`config.mk`:
```
export PLATFORM = sky130hd
export DESIGN_NAME = message_streamer_flat
export DESIGN_NICKNAME = d
export VERILOG_FILES = /design/src/rtl/message_streamer_if.sv /design/src/rtl/message_streamer.sv /design/src/flat_wrapper.sv
export SDC_FILE = /design/constraint.sdc
export NUM_CORES = 1
export LEC_CHECK = 0
export ABC_AREA = 1
export CORE_MARGIN = 4
export CORE_UTILIZATION = 35
export DETAILED_ROUTE_END_ITERATION = 6
export GPL_TIMING_DRIVEN = 0
export MAX_ROUTING_LAYER = met4
export PLACE_DENSITY = 0.53
export SYNTH_ARGS = -nofsm -noshare
export SYNTH_HDL_FRONTEND = slang
export SYNTH_SLANG_ARGS = --single-unit
export TNS_END_PERCENT = 1
```
`constraint.sdc`:
```
create_clock -name clk -period 2.11 [get_ports clk]
set_input_delay 0.211 -clock clk [delete_from_list [all_inputs] [get_ports clk]]
set_output_delay 0.211 -clock clk [all_outputs]
set_load 0.05 [all_outputs]
```
`src/rtl/message_streamer_if.sv`:
```
// Streamer bus: control request/abort, UART transmitter handshake and status.
// The controller/bench side uses master; message_streamer uses slave.
interface message_streamer_if #(
    parameter int DATA_WIDTH = 8,
    parameter int ADDR_WIDTH = 6,
    parameter int SEL_WIDTH  = 2
);
    logic                  start;
    logic [SEL_WIDTH-1:0]  msg_sel;
    logic                  abort;
    logic                  tx_busy;
    logic [DATA_WIDTH-1:0] tx_data;
    logic                  new_tx_data;
    logic                  busy;
    logic                  done;
    logic [ADDR_WIDTH:0]   byte_count;

    modport master (
        output start, msg_sel, abort, tx_busy,
        input  tx_data, new_tx_data, busy, done, byte_count
    );

    modport slave (
        input  start, msg_sel, abort, tx_busy,
        output tx_data, new_tx_data, busy, done, byte_count
    );
endinterface

```
`src/rtl/message_streamer.sv`:
```
// Streams one NUL-terminated message from a constant ROM into a UART
// transmitter, one strobe per byte, honouring tx_busy back-pressure.
module message_streamer #(
    parameter int DATA_WIDTH = 8,
    parameter int DEPTH      = 64,
    parameter int ADDR_WIDTH = 6,
    parameter int NUM_MSGS   = 4,
    parameter int SEL_WIDTH  = 2
) (
    input  logic              clk,
    input  logic              rst,
    message_streamer_if.slave bus
);
    localparam int CW      = ADDR_WIDTH + 1;
    localparam int NUM_SEL = 2 ** SEL_WIDTH;

    typedef enum logic [1:0] {IDLE, FETCH, CHECK} state_t;

    function automatic logic [7:0] rom_byte(input int a);
        logic [7:0] b;
        case (a)
            0:  b = 8'h48;  1:  b = 8'h65;  2:  b = 8'h6C;  3:  b = 8'h6C;
            4:  b = 8'h6F;  5:  b = 8'h20;  6:  b = 8'h57;  7:  b = 8'h6F;
            8:  b = 8'h72;  9:  b = 8'h6C;  10: b = 8'h64;  11: b = 8'h21;
            12: b = 8'h0D;  13: b = 8'h0A;
            15: b = 8'h52;  16: b = 8'h65;  17: b = 8'h61;  18: b = 8'h64;
            19: b = 8'h79;  20: b = 8'h0D;  21: b = 8'h0A;
            23: b = 8'h45;  24: b = 8'h72;  25: b = 8'h72;  26: b = 8'h6F;
            27: b = 8'h72;  28: b = 8'h0D;  29: b = 8'h0A;
            default: b = 8'h00;
        endcase
        return b;
    endfunction

    // Messages beyond the default four point at the shared empty string.
    function automatic logic [ADDR_WIDTH-1:0] msg_start(input int m);
        case (m)
            0:       return ADDR_WIDTH'(0);
            1:       return ADDR_WIDTH'(15);
            2:       return ADDR_WIDTH'(23);
            default: return ADDR_WIDTH'(31);
        endcase
    endfunction

    logic [DATA_WIDTH-1:0] rom [DEPTH];
    logic [ADDR_WIDTH-1:0] start_addr [NUM_SEL];
    logic [NUM_SEL-1:0]    sel_valid;

    for (genvar gi = 0; gi < DEPTH; gi++) begin : g_rom
        assign rom[gi] = DATA_WIDTH'(rom_byte(gi));
    end

    for (genvar gi = 0; gi < NUM_SEL; gi++) begin : g_sel
        assign start_addr[gi] = msg_start(gi);
        assign sel_valid[gi]  = (gi < NUM_MSGS);
    end

    state_t                state_reg, state_next;
    logic [ADDR_WIDTH-1:0] addr_reg, addr_next;
    logic                  term_reg, term_next;
    logic [DATA_WIDTH-1:0] tx_data_reg, tx_data_next;
    logic                  strobe_reg, strobe_next;
    logic                  done_reg, done_next;
    logic [CW-1:0]         count_reg, count_next;
    logic [DATA_WIDTH-1:0] rom_q;

    // Registered ROM read; addr is held in CHECK so rom_q stays stable.
    always_ff @(posedge clk) begin
        rom_q <= rom[addr_reg];
    end

    always_ff @(posedge clk) begin
        if (rst) begin
            state_reg   <= IDLE;
            addr_reg    <= '0;
            term_reg    <= 1'b0;
            tx_data_reg <= '0;
            strobe_reg  <= 1'b0;
            done_reg    <= 1'b0;
            count_reg   <= '0;
        end else begin
            state_reg   <= state_next;
            addr_reg    <= addr_next;
            term_reg    <= term_next;
            tx_data_reg <= tx_data_next;
            strobe_reg  <= strobe_next;
            done_reg    <= done_next;
            count_reg   <= count_next;
        end
    end

    always_comb begin
        state_next   = state_reg;
        addr_next    = addr_reg;
        term_next    = term_reg;
        tx_data_next = tx_data_reg;
        strobe_next  = 1'b0;
        done_next    = 1'b0;
        count_next   = count_reg;

        case (state_reg)
            IDLE: begin
                if (bus.start && !bus.abort) begin
                    addr_next  = start_addr[bus.msg_sel];
                    term_next  = !sel_valid[bus.msg_sel];
                    count_next = '0;
                    state_next = FETCH;
                end
            end
            FETCH: state_next = CHECK;
            CHECK: begin
                if (term_reg || rom_q == '0) begin
                    done_next  = 1'b1;
                    state_next = IDLE;
                end else if (!bus.tx_busy) begin
                    tx_data_next = rom_q;
                    strobe_next  = 1'b1;
                    count_next   = count_reg + CW'(1);
                    state_next   = FETCH;
                    // The last ROM word has no successor: end the message there.
                    if (addr_reg == ADDR_WIDTH'(DEPTH - 1))
                        term_next = 1'b1;
                    else
                        addr_next = addr_reg + ADDR_WIDTH'(1);
                end
            end
            default: state_next = IDLE;
        endcase

        // Abort overrides any issue or completion decided above.
        if (bus.abort && state_reg != IDLE) begin
            state_next   = IDLE;
            addr_next    = addr_reg;
            term_next    = term_reg;
            tx_data_next = tx_data_reg;
            strobe_next  = 1'b0;
            done_next    = 1'b0;
            count_next   = count_reg;
        end
    end

    assign bus.tx_data     = tx_data_reg;
    assign bus.new_tx_data = strobe_reg;
    assign bus.busy        = (state_reg != IDLE);
    assign bus.done        = done_reg;
    assign bus.byte_count  = count_reg;
endmodule

```
`src/flat_wrapper.sv`:
```
// flat-port wrapper written by rule: the top's interface ports become plain ports
module message_streamer_flat 
#(
    parameter int DATA_WIDTH = 8,
    parameter int DEPTH      = 64,
    parameter int ADDR_WIDTH = 6,
    parameter int NUM_MSGS   = 4,
    parameter int SEL_WIDTH  = 2
)
  (clk, rst, bus_start, bus_msg_sel, bus_abort, bus_tx_busy, bus_tx_data, bus_new_tx_data, bus_busy, bus_done, bus_byte_count);
  message_streamer_if #(.DATA_WIDTH(DATA_WIDTH), .ADDR_WIDTH(ADDR_WIDTH), .SEL_WIDTH(SEL_WIDTH)) bus_i ();
  input  logic clk;
  input  logic rst;
  input wire logic [$bits(bus_i.start)-1:0] bus_start;
  input wire logic [$bits(bus_i.msg_sel)-1:0] bus_msg_sel;
  input wire logic [$bits(bus_i.abort)-1:0] bus_abort;
  input wire logic [$bits(bus_i.tx_busy)-1:0] bus_tx_busy;
  output wire logic [$bits(bus_i.tx_data)-1:0] bus_tx_data;
  output wire logic [$bits(bus_i.new_tx_data)-1:0] bus_new_tx_data;
  output wire logic [$bits(bus_i.busy)-1:0] bus_busy;
  output wire logic [$bits(bus_i.done)-1:0] bus_done;
  output wire logic [$bits(bus_i.byte_count)-1:0] bus_byte_count;
  assign bus_i.start = bus_start;
  assign bus_i.msg_sel = bus_msg_sel;
  assign bus_i.abort = bus_abort;
  assign bus_i.tx_busy = bus_tx_busy;
  assign bus_tx_data = bus_i.tx_data;
  assign bus_new_tx_data = bus_i.new_tx_data;
  assign bus_busy = bus_i.busy;
  assign bus_done = bus_i.done;
  assign bus_byte_count = bus_i.byte_count;
  message_streamer #(.DATA_WIDTH(DATA_WIDTH), .DEPTH(DEPTH), .ADDR_WIDTH(ADDR_WIDTH), .NUM_MSGS(NUM_MSGS), .SEL_WIDTH(SEL_WIDTH)) u_core (.clk(clk), .rst(rst), .bus(bus_i));
endmodule
```
==> results.py <==
metrics = {
    "cells_and_area": {
        "diodes": 0,
        "fin_area_um2": 2310,
        "layout-drive-gt1-share": 0.113,
        "finalNetCount": 327,
        "area_delta_synth_final_pct": 21.6,
        "fin_util": 0.446,
    },
    "place": {
        "portBuffers": 23,
        "place_area_um2": 2220,
        "place_congestion": 0.873,
        "place_hpwl_um": 3400,
    },
    "worst_setup_path": {
        "worstSetupStartpoint": "u_core.state_reg[1]",
        "worst_setup_path_end_kind": "output port",
        "cp_max_fo": 6,
        "timing.rr.end": "u_core.addr_reg[0]",
        "criticalPathCategory": "register to output port",
        "start_kind": "register",
        "required_ps": 1900,
        "worstReg2RegStart": "u_core.addr_reg[0]",
        "rr_worst_depth": 9,
        "cp_cell_sequence": "nor2_2 > inv_1 > clkdlybuf4s50_1",
        "crit_arrival_ps": 1740,
        "slowest_stage": "clkdlybuf4s50_1",
        "r2r_slack_ps": 410,
        "cp_slowest_stage_delay_ps": 840,
    },
    "route": {
        "viasPerCell": 4.77,
        "wl_per_cell_um": 11.9,
        "first_pass_iters": 4,
        "antenna_left": 0,
        "first_iter_violations": 101,
        "via_count": 1814,
        "drc": 0,
        "wl_um": 4510,
    },
    "cts": {
        "cts_buffers": 5,
        "ctsLongestPathBuffers": 2,
        "clk_latency_ps": 280,
        "h-tree-depth": 2,
        "tritoncts": "done",
        "post_cts_buffers": 0,
        "clk_pin_slew_ps": 70,
        "root_buffer": "clkbuf_8",
        "clock-sinks": 32,
        "cts_hold_buf": 0,
        "cts_resized": 0,
    },
    "floorplan": {
        "die_w_um": 81.6,
        "placementRows": 26,
        "dieHeight_um": 81.6,
        "start_util": 0.367,
        "die-area_um2": 6670,
        "io_pins": 25,
        "core_region_area_um2": 5170,
    },
    "yosys": {
        "synth_top_cell_by_area": "dfxtp_1",
        "avgSynthCellArea_um2": 6.80,
        "syn-num-nets": 297,
        "ys_seq_elements": 32,
        "synthCells": 279,
        "synth_edf_count": 0,
        "ys_async_sr_fraction": 0,
        "synth-warning-count": 0,
        "synth_area_leaders": "dfxtp_1, nand2_1, nor2_1",
        "synth_top_area_share": 0.338,
        "syn_area_um2": 1900,
        "synth_cell_types": 31,
        "synth_ff_type": "dfxtp_1",
        "ys_seq_area_frac": 0.338,
    },
    "sta": {
        "period_needed_ps": 1950,
        "setup_violations": 0,
        "rsz0062_at_grt": "no",
        "fin_crit_sh": 0.923,
        "setup-tns-final_ps": 0,
        "slew_viol_final": 0,
        "holdWs_ps": 461,
        "hold_violations": 0,
        "max_freq_ghz": 0.513,
        "fin_skew_ps": 4.71,
    },
    "global_routing": {
        "grt_usage": 0.153,
        "grt_start_max_net_pins": 13,
        "antenna_found_initial": 0,
        "grt_pass1_wl_um": 7770,
        "grt_pass1_vias": 1704,
        "grt_overflow": 0,
    },
    "pwr": {
        "p_int_w": 0.00133,
        "clkPwrFrac": 0.203,
        "p_sw_frac": 0.440,
        "seqPwrFrac": 0.353,
        "p_sw_w": 0.00105,
        "leakagePower_nw": 1.00,
        "pwr-share-comb": 0.444,
        "ir_drop_mv": 0.468,
        "pwr_density_cell_nw_per_um2": 1030,
    },
    "worst_hold_path": {
        "min_to": "u_core.bus.tx_data[2]",
        "hold_path_class": "register to register",
        "min_path_cells": 2,
        "min_from": "u_core.bus.tx_data[2]",
    },
    "flow_run": {
        "cap_violations": 0,
    },
    "status": {
        "outcome": "finished clean",
    },
}
[worst max-delay path by stage]
stage                          endpoint  slack [ps]  cells past startpoint
6_report                       bus_busy         160                      3
2_1_floorplan  u_core.bus.byte_count[6]         510                      9
4_1_cts                        bus_busy         150                      3
5_1_grt                        bus_busy          90                      3
3_3_place_gp         u_core.addr_reg[0]         430                      9
3_5_place_dp         u_core.addr_reg[0]         410                      9
[per-stage QoR]
step	cells	setup WS [ps]	power (W)
floorplan	279	511	0.00164
global placement	372	425	0.00191
detailed placement	372	411	0.00191
CTS	380	151	0.00240
global route	380	86.8	0.00259
finish	380	162	0.00238
[critical path, delay by kind of cell (launching register included)]
family,cells,cell delay [ps]
AND/OR/NAND/NOR,1,60
buffers and inverters,2,1000
flip-flops,1,390
[cells in the final DEF, fill, tap and decap left out, types with 2 or more instances in the layout]
master and n:
nand2_1 64, nor2_1 41, dfxtp_1 32, inv_1 25
clkdlybuf4s50_1 23, nand3_1 20, a21oi_1 20, o21ai_0 16
ha_1 11, nand4_1 9, nor2_2 6, clkbuf_8 5
inv_2 4, nand2_2 4, buf_4 3, a31oi_1 3
buf_2 2, buf_6 2, nand3_2 2, nor3_1 2
clkinvlp_4 2
[routing by layer]
layer	GRT usage	vias up	part of all wire
met3	0.0296	4	0.054
met2	0.238	42	0.44
met5	-	-	0
li1	-	964	-
met4	0.0449	0	0.010
met1	0.201	804	0.50
[synth_stat cells (2+ instances only)]
cell type / instances
inv_2: 4
o21ai_0: 16
nor3_1: 2
inv_1: 25
buf_2: 2
dfxtp_1: 32
ha_1: 11
nor2_2: 6
buf_6: 2
nand2_1: 64
nand3_1: 20
nand2_2: 4
a31oi_1: 3
nand4_1: 9
a21oi_1: 20
buf_4: 3
nor2_1: 41
nand3_2: 2
[power by group through the flow]
| stage | sequential (W) | clock, W | combinational [W] |
|---|---|---|---|
| 6_report | 0.000841 | 0.000483 | 0.00106 |
| 5_1_grt | 0.000862 | 0.000527 | 0.00120 |
| 4_1_cts | 0.000840 | 0.000505 | 0.00106 |
| 3_5_place_dp | 0.000854 | 0 | 0.00105 |
| 3_3_place_gp | 0.000852 | 0 | 0.00106 |
| 2_1_floorplan | 0.000912 | 0 | 0.000724 |
[cells by family after synthesis]
kind of cell             synth area share
AND/OR/NAND/NOR                     0.353
AO/OA/AOI/OAI                       0.140
buffers and inverters              0.0903
flip-flops                          0.338
adder cells (fa/ha/maj)            0.0725
XOR/XNOR                          0.00462
other                             0.00198
[layout make-up]
cell class                 instances  area (µm²)
fill                             566        2860
multi-input combinational        209        1090
sequential                        32         641
timing repair buffer              23         230
inverter                          30         113
tap                               70        87.6
clock buffer                       5        68.8
buffer                             8        58.8
clock inverter                     3        23.8
Power figures use the tool's default switching activity.
